===== src/rtl/driver_bus_arbiter.sv =====
// driver_bus_arbiter: hands the shared LED-driver control bus (SCLK, LAT) between the
// hardware synchronizer path (gen_*) and the HPS bit-bang path (hps_*).
//
// Ownership changes only at a safe point. A safe point is a completed grayscale LAT, or
// a timeout when ARB_TIMEOUT_EN is defined. Every handover inserts SETTLE_CYCLES idle
// cycles in which SCLK and LAT are held low. After the HPS releases the bus, force_fc
// pulses once so that the synchronizer rewrites the driver function-control registers.
//
// Optional feature (macro ARB_TIMEOUT_EN):
//   defined   - WAIT_SAFE gives up after TIMEOUT_CYCLES cycles, hands over anyway and
//               sets the sticky timeout_seen flag.
//   undefined - WAIT_SAFE waits indefinitely. No wait counter is built and
//               timeout_seen is tied to 0.
//
// Ports:
//   clk, rst      system clock and synchronous active-high reset
//   hps_req       level, HPS wants the bus
//   hps_grant     level, HPS owns the bus
//   hps_SCLK/LAT  HPS bit-banged bus lines
//   gen_SCLK/LAT  synchronizer bus lines
//   safe_point    1-cycle pulse, GS frame latched and bus quiescent
//   SCLK, LAT     registered, muxed bus lines to the drivers
//   hps_override  high whenever the hardware path does not own the bus
//   force_fc      1-cycle pulse requesting a function-control rewrite
//   timeout_seen  sticky, a forced handover has occurred
module driver_bus_arbiter #(
  parameter int unsigned SETTLE_CYCLES  = 4,
  parameter int unsigned TIMEOUT_CYCLES = 65536
) (
  input  logic clk,
  input  logic rst,
  input  logic hps_req,
  output logic hps_grant,
  input  logic hps_SCLK,
  input  logic hps_LAT,
  input  logic gen_SCLK,
  input  logic gen_LAT,
  input  logic safe_point,
  output logic SCLK,
  output logic LAT,
  output logic hps_override,
  output logic force_fc,
  output logic timeout_seen
);

  localparam logic [2:0] StHwOwn     = 3'd0;
  localparam logic [2:0] StWaitSafe  = 3'd1;
  localparam logic [2:0] StAcqSettle = 3'd2;
  localparam logic [2:0] StHpsOwn    = 3'd3;
  localparam logic [2:0] StRelSettle = 3'd4;
  localparam logic [2:0] StFcResync  = 3'd5;

  localparam int unsigned SettleW = $clog2(SETTLE_CYCLES + 1);

  if (SETTLE_CYCLES == 0 || TIMEOUT_CYCLES < 2) begin : g_bad_params
    $error("driver_bus_arbiter: need SETTLE_CYCLES >= 1 and TIMEOUT_CYCLES >= 2");
  end

  logic [2:0]         state_q, state_d;
  logic [SettleW-1:0] settle_cnt_q, settle_cnt_d;
  logic               sclk_q, lat_q, sclk_d, lat_d;
  logic               hps_grant_q, hps_override_q, force_fc_q;
  logic               settle_done;

  assign settle_done = (settle_cnt_q == SettleW'(SETTLE_CYCLES - 1));

`ifdef ARB_TIMEOUT_EN
  localparam int unsigned TimeoutW = $clog2(TIMEOUT_CYCLES + 1);
  logic [TimeoutW-1:0] wait_cnt_q, wait_cnt_d;
  logic                timeout_hit;
  logic                timeout_seen_q;
`endif

  // Next-state logic. A dropped request always wins over a safe point or a timeout.
  always_comb begin
    state_d      = state_q;
    settle_cnt_d = settle_cnt_q;
`ifdef ARB_TIMEOUT_EN
    wait_cnt_d   = wait_cnt_q;
    timeout_hit  = 1'b0;
`endif
    case (state_q)
      StHwOwn: begin
        if (hps_req) begin
          state_d    = StWaitSafe;
`ifdef ARB_TIMEOUT_EN
          wait_cnt_d = '0;
`endif
        end
      end
      StWaitSafe: begin
        if (!hps_req) begin
          state_d = StHwOwn;
        end else if (safe_point) begin
          state_d      = StAcqSettle;
          settle_cnt_d = '0;
`ifdef ARB_TIMEOUT_EN
        end else if (wait_cnt_q == TimeoutW'(TIMEOUT_CYCLES - 1)) begin
          state_d      = StAcqSettle;
          settle_cnt_d = '0;
          timeout_hit  = 1'b1;
        end else begin
          wait_cnt_d = wait_cnt_q + TimeoutW'(1);
`endif
        end
      end
      StAcqSettle: begin
        if (!hps_req) begin
          state_d      = StRelSettle;
          settle_cnt_d = '0;
        end else if (settle_done) begin
          state_d = StHpsOwn;
        end else begin
          settle_cnt_d = settle_cnt_q + SettleW'(1);
        end
      end
      StHpsOwn: begin
        if (!hps_req) begin
          state_d      = StRelSettle;
          settle_cnt_d = '0;
        end
      end
      StRelSettle: begin
        // hps_req is deliberately not looked at until the bus is back in HW_OWN.
        if (settle_done) begin
          state_d = StFcResync;
        end else begin
          settle_cnt_d = settle_cnt_q + SettleW'(1);
        end
      end
      StFcResync: state_d = StHwOwn;
      default:    state_d = StHwOwn;
    endcase
  end

  // The bus source follows the current owner. The settle states drive the lines low.
  always_comb begin
    sclk_d = 1'b0;
    lat_d  = 1'b0;
    case (state_q)
      StHwOwn, StWaitSafe: begin
        sclk_d = gen_SCLK;
        lat_d  = gen_LAT;
      end
      StHpsOwn: begin
        sclk_d = hps_SCLK;
        lat_d  = hps_LAT;
      end
      default: begin
        sclk_d = 1'b0;
        lat_d  = 1'b0;
      end
    endcase
  end

  // Status outputs are decoded from state_d so that they track the state register exactly.
  always_ff @(posedge clk) begin
    if (rst) begin
      state_q        <= StHwOwn;
      settle_cnt_q   <= '0;
      sclk_q         <= 1'b0;
      lat_q          <= 1'b0;
      hps_grant_q    <= 1'b0;
      hps_override_q <= 1'b0;
      force_fc_q     <= 1'b0;
    end else begin
      state_q        <= state_d;
      settle_cnt_q   <= settle_cnt_d;
      sclk_q         <= sclk_d;
      lat_q          <= lat_d;
      hps_grant_q    <= (state_d == StHpsOwn);
      hps_override_q <= (state_d != StHwOwn);
      force_fc_q     <= (state_d == StFcResync);
    end
  end

`ifdef ARB_TIMEOUT_EN
  always_ff @(posedge clk) begin
    if (rst) begin
      wait_cnt_q     <= '0;
      timeout_seen_q <= 1'b0;
    end else begin
      wait_cnt_q <= wait_cnt_d;
      if (timeout_hit) begin
        timeout_seen_q <= 1'b1;
      end
    end
  end
  assign timeout_seen = timeout_seen_q;
`else
  assign timeout_seen = 1'b0;
`endif

  assign SCLK         = sclk_q;
  assign LAT          = lat_q;
  assign hps_grant    = hps_grant_q;
  assign hps_override = hps_override_q;
  assign force_fc     = force_fc_q;

endmodule


===== config.mk =====
export PLATFORM = sky130hd
export DESIGN_NAME = driver_bus_arbiter
export DESIGN_NICKNAME = d
export VERILOG_FILES = /design/src/rtl/driver_bus_arbiter.sv
export SDC_FILE = /design/constraint.sdc
export NUM_CORES = 1
export LEC_CHECK = 0
export CORE_AREA = 2 2 39 41
export CTS_CLUSTER_DIAMETER = 40
export DETAILED_ROUTE_END_ITERATION = 7
export DIE_AREA = 0 0 41 43
export PLACE_DENSITY_LB_ADDON = 0.3
export SYNTH_ARGS = -nofsm -noshare
export SYNTH_HDL_FRONTEND = slang
export SYNTH_SLANG_ARGS = --single-unit

===== constraint.sdc =====
create_clock -name clk -period 4.5 [get_ports clk]
set_clock_uncertainty 0.15 [all_clocks]
set_input_delay 0.45 -clock clk [delete_from_list [all_inputs] [get_ports clk]]
set_output_delay 0.45 -clock clk [all_outputs]
set_load 0.005 [all_outputs]

After elaboration in Yosys (flattened, before gate mapping)
Index checks and enable logic that the tools add are counted.

operators by class
  equal/unequal tests = 10
  muxes and demuxes = 16
  reduce and logical (&&, ||, !) cells = 5
  $add $sub $neg = 1

operator list
  operator             number
  $mux 3               12
  $pmux 3 s5           1
  $eq 3x2->1 const B   4
  $pmux 3 s4           1
  $eq 3x3->1 const B   2
  $ne 2x2->1 const B   3
  $pmux 1 s2           2
  $reduce_and 4->1     1
  $reduce_bool 4->1    1
  $add 3x1->3 const B  1
  $eq 3x1->1 const B   1
  $logic_not 3->1      1
  $reduce_bool 3->1    1
  $reduce_or 2->1      1

storage, ports and cells
  logic and storage cells = 39
  output and inout port bits = 6
  register bits after elaboration = 11
  input bits = 8

Depth between registers and ports, before layout
  word-level depth = 5
  gate-level depth with buffers = 5

Least setup slack after synthesis
OpenSTA, ideal clock, no wires.

  kind = input -> register
  from = input port safe_point
  to = register settle_cnt_q[0]
  arrival time = 1.271 ns
  cell stages on the path = 4
  library setup time = 0.072 ns
  required time = 4.278 ns
  setup slack = 3.008 ns
  path through = and4b_1 -> a221o_1 -> nand2_1 -> mux2i_1

between the ends
  cells in the longest elaborated chain, start to end = 2

RTL lines
  what                               line  source
  start, declared                    38    input logic safe_point,
  $ne 2x2->1 (no source line)        n/a
  $reduce_and 4->1 (no source line)  n/a
  end signal, assigned               168   settle_cnt_q <= settle_cnt_d;
  end, declared                      60    logic [SettleW-1:0] settle_cnt_q, settle_cnt_d;

No other way between the ends.
A chain may end at the register's enable or synchronous reset.

Worst setup path in the final report
  from = input port hps_req
  to = register settle_cnt_q[1]

between the ends
  cells in the longest elaborated chain, start to end = 2
  elaborated cells between the ends (all ways) = 5
  classes of those cells = eq/ne: 2; mux: 2; reduce/logical: 1

RTL lines
  what                                            line  source
  start, declared                                 32    input logic hps_req,
  $mux 3 or $ne 2x2->1 (tied branches)            n/a
  $pmux 3 s4 or $reduce_and 4->1 (tied branches)  n/a

Several ways; a longest one is shown, not always the timed one.

==> run summary <==
Once detailed placement completed, the half-perimeter wirelength came to 706 um. The routed design has 948 um of wire. The run finished with clean final reports.

STA classifies the critical path startpoint as an input port. In the routed layout, each cell is associated on average with a via count of 4.79. The top cell type by area accounts for 41.0% of the synthesized area.

The row count is 14. For this run, the top clock speed supported by timing is 0.549 GHz. The final count of negative-setup-slack endpoints came out at 0.

TritonCTS built the clock tree. The quantity of hold-fixing buffers added after cts came out at 0. The largest voltage drop on the vdd net is 0.133 mV. The fraction of final layout cells with drive strength greater than 1 works out to 13.2%. Synthesis produced 55 cells.

The count of distinct cell types in the synthesized netlist is 27. The height of the die was 43 um; the met1 capacity usage during global routing was 18.3%. Ranked by total cell area, the synthesized netlist is headed by sky130_fd_sc_hd__dfxtp_1 (41%), sky130_fd_sc_hd__and2b_1 (4.2%), sky130_fd_sc_hd__nand2_1 (4.2%). Entering global routing, the biggest net connects 12 pins. The total clock buffers created by CTS is 3, and the final net count is 78. Largest family of logic cells by synthesized area: simple AND/OR/NAND/NOR gates. Of the total synthesized cell area, the portion taken by AND, OR, NAND and NOR gates is 26.3%. Dividing the detail-routed wire length by the instance count gives 11.3 um.

The final period utilization is 40.5%. The power density relative to cell area is 285 nW/um^2, and the total core area is 1380 um^2. The final RePlAce weighted congestion is 0.721, and the chip width is 41 um. Global routing finished with a remaining overflow of 0. After the first detailed-routing iteration, the DRC count stood at 4. For the total nets after synthesis, the log shows 64. The prevailing post-synth register cell is sky130_fd_sc_hd__dfxtp_1. Global routing used 14.2% of the available tracks across all layers.

After detailed routing, the number of remaining DRC violations is 0. The tools report the sequential share of the synthesized area as 41.0%. The largest area contributor in the synthesized netlist was sky130_fd_sc_hd__dfxtp_1. For the count of vias placed by the detailed router, the log shows 402. Final antenna diode count: 0. Data on the critical path arrives at its endpoint at 1.86 ns. The worst path in the final design needs a cycle of 1.82 ns, including I/O delays and setup. The tools report the element type at the critical path end as a flop. The mean area per synthesized cell came out at 9.76 um^2. The logs give 0 for the total of max-cap violations and 0 for the initial antenna violation count.

The count of buffers added on input and output ports is 12. In the synthesized netlist the async set-or-reset flop fraction comes to 0%. The run gives 20.0% as the met2 demand-to-capacity share in global routing. In this run the static leakage power is 0.300 nW. The count of yosys warnings during synthesis was 0; the sum of negative setup slack was 0 ns. The post-synthesis share of cell area spent on xor and xnor gates came out at 0%. The clock root buffer was sky130_fd_sc_hd__clkbuf_4.

Setup repair after global routing left no endpoint under its margin. At the later pin of the worst-skew pair, clock insertion delay measures 0.26 ns. The via count of the first global-routing pass was 403; the detailed-routing iteration count for the pre-antenna-repair pass was 3.

By startpoint and endpoint, the worst setup path is classified as input port to flop. The die covers 1760 um^2. The max-slew violation count was 0; the post-synthesis share of cell area spent on full adders, half adders and majority gates was 2.33%. After global routing, the most crowded layer is met2. For the remaining antenna violation count after routing, the log shows 0. STA puts the critical path data required time at 4.54 ns.

The run gives 1 as the maximum level of the CTS H-tree. The synthesized netlist devotes 17.2% of its cell area to compound gates. The starting density of the core is 38.8%, and the top-level I/O count is 14. For this run, the share of the core covered by cells in the final layout is 49.4%. The count of flip-flops with a built-in enable after synthesis is 0. Relative to the synthesized area, the layout overhead comes to 27.3%. The global-route wire length before repair is 1.68 mm.

After clock tree synthesis, the clock-pin slew on the worst setup and hold paths is 0.06 ns. For the final-report hold violation count, the log shows 0. The class of the worst hold path was flop to flop.

In the global route stage, met3 resource usage came out at 4.71%. Along the worst path, the maximum fanout reaches 4. Proportion of synthesized area in mux cells: 6.53%. The post-synthesis sequential element count is 11, and the number of clock sinks is 11. In this run the post-CTS setup repair buffer count came out at 0.

The run gives 2 as the largest buffer count on any clock path. After clock tree synthesis, the repair step resized 0 gates. In this run the cell area of the synthesized design comes to 537 um^2.
-- path summary, 6_finish.rpt --
path	start	endpoint	slack [ns]	depth (start not counted)
worst max-delay path	hps_req	settle_cnt_q[1]	2.68	5
worst min-delay path	settle_cnt_q[2]	settle_cnt_q[2]	0.28	2
worst min register to register	settle_cnt_q[2]	settle_cnt_q[2]	0.28	2
worst max register to register	state_q[1]	settle_cnt_q[1]	2.80	4
-- metrics by stage --
stage	std cells	area (um^2)	hold slack [ns]	power (mW)	setup slack [ns]
6_report	84	683	0.277	0.194	2.68
3_3_place_gp	80	657	0.275	0.132	2.44
3_5_place_dp	80	657	0.269	0.132	2.40
2_1_floorplan	55	537	0.257	0.120	3.01
5_1_grt	84	683	0.308	0.208	2.59
4_1_cts	84	683	0.278	0.199	2.68
-- state kept, by name, indices dropped and copies added, names as in the netlist --
name,cells
state_q,3
force_fc,1
hps_grant,1
LAT,1
settle_cnt_q,3
hps_override,1
SCLK,1
-- layer usage --
metal	up-vias	routed length, um	part of all wire, %
met3	0	40	4.2
met4	0	0	0
met1	183	471	50
met5	-	0	0
met2	8	437	46
li1	211	-	-
-- critical path, cell delays in order --
cell and delay, ns:
sky130_fd_sc_hd__clkdlybuf4s50_1 0.49, sky130_fd_sc_hd__and4b_1 0.25, sky130_fd_sc_hd__a221o_1 0.36, sky130_fd_sc_hd__nand2_1 0.12, sky130_fd_sc_hd__mux2i_1 0.19
-- where the power goes --
part	switching, mW	internal, mW	leakage, nW	total (mW)
Sequential	0.00322	0.101	0.0899	0.104
Clock	0.0301	0.0342	0.0150	0.0644
Combinational	0.00966	0.0162	0.195	0.0258
-- cells in the mapped netlist, drive strengths merged, types with 2 or more instances --
cell / number
a21oi: 3
a31oi: 2
and2b: 3
buf: 3
dfxtp: 11
inv: 3
mux2i: 2
nand2: 6
nand2b: 3
nor2: 3
nor3: 2
-- cell families after synthesis --
logic type | count (synthesis)
AO/OA/AOI/OAI | 10
adder cells (fa/ha/maj) | 1
buffers and inverters | 6
flip-flops | 11
multiplexers | 3
other | 1
AND/OR/NAND/NOR | 23
-- cells in the final DEF (no fill, tap or decap), drive strengths merged, types with 2 or more instances in the layout --
cell type / netlist / layout
a31oi: 2 / 2
mux2i: 2 / 2
and2b: 3 / 3
nor2: 3 / 3
clkdlybuf4s50: 0 / 12
inv: 3 / 3
nand2: 6 / 6
nand2b: 3 / 3
clkbuf: 0 / 4
dfxtp: 11 / 11
nor3: 2 / 2
a21oi: 3 / 3
-- cell type report --
type                    instances  area [um^2]
flip-flops and latches         11          220
well taps                      16         20.0
repair buffers                 12          120
multi-input cells              38          285
inverters                       3         11.3
clock buffers                   4         26.3
fillers                       127          701
(Power assumes the default switching activity.)
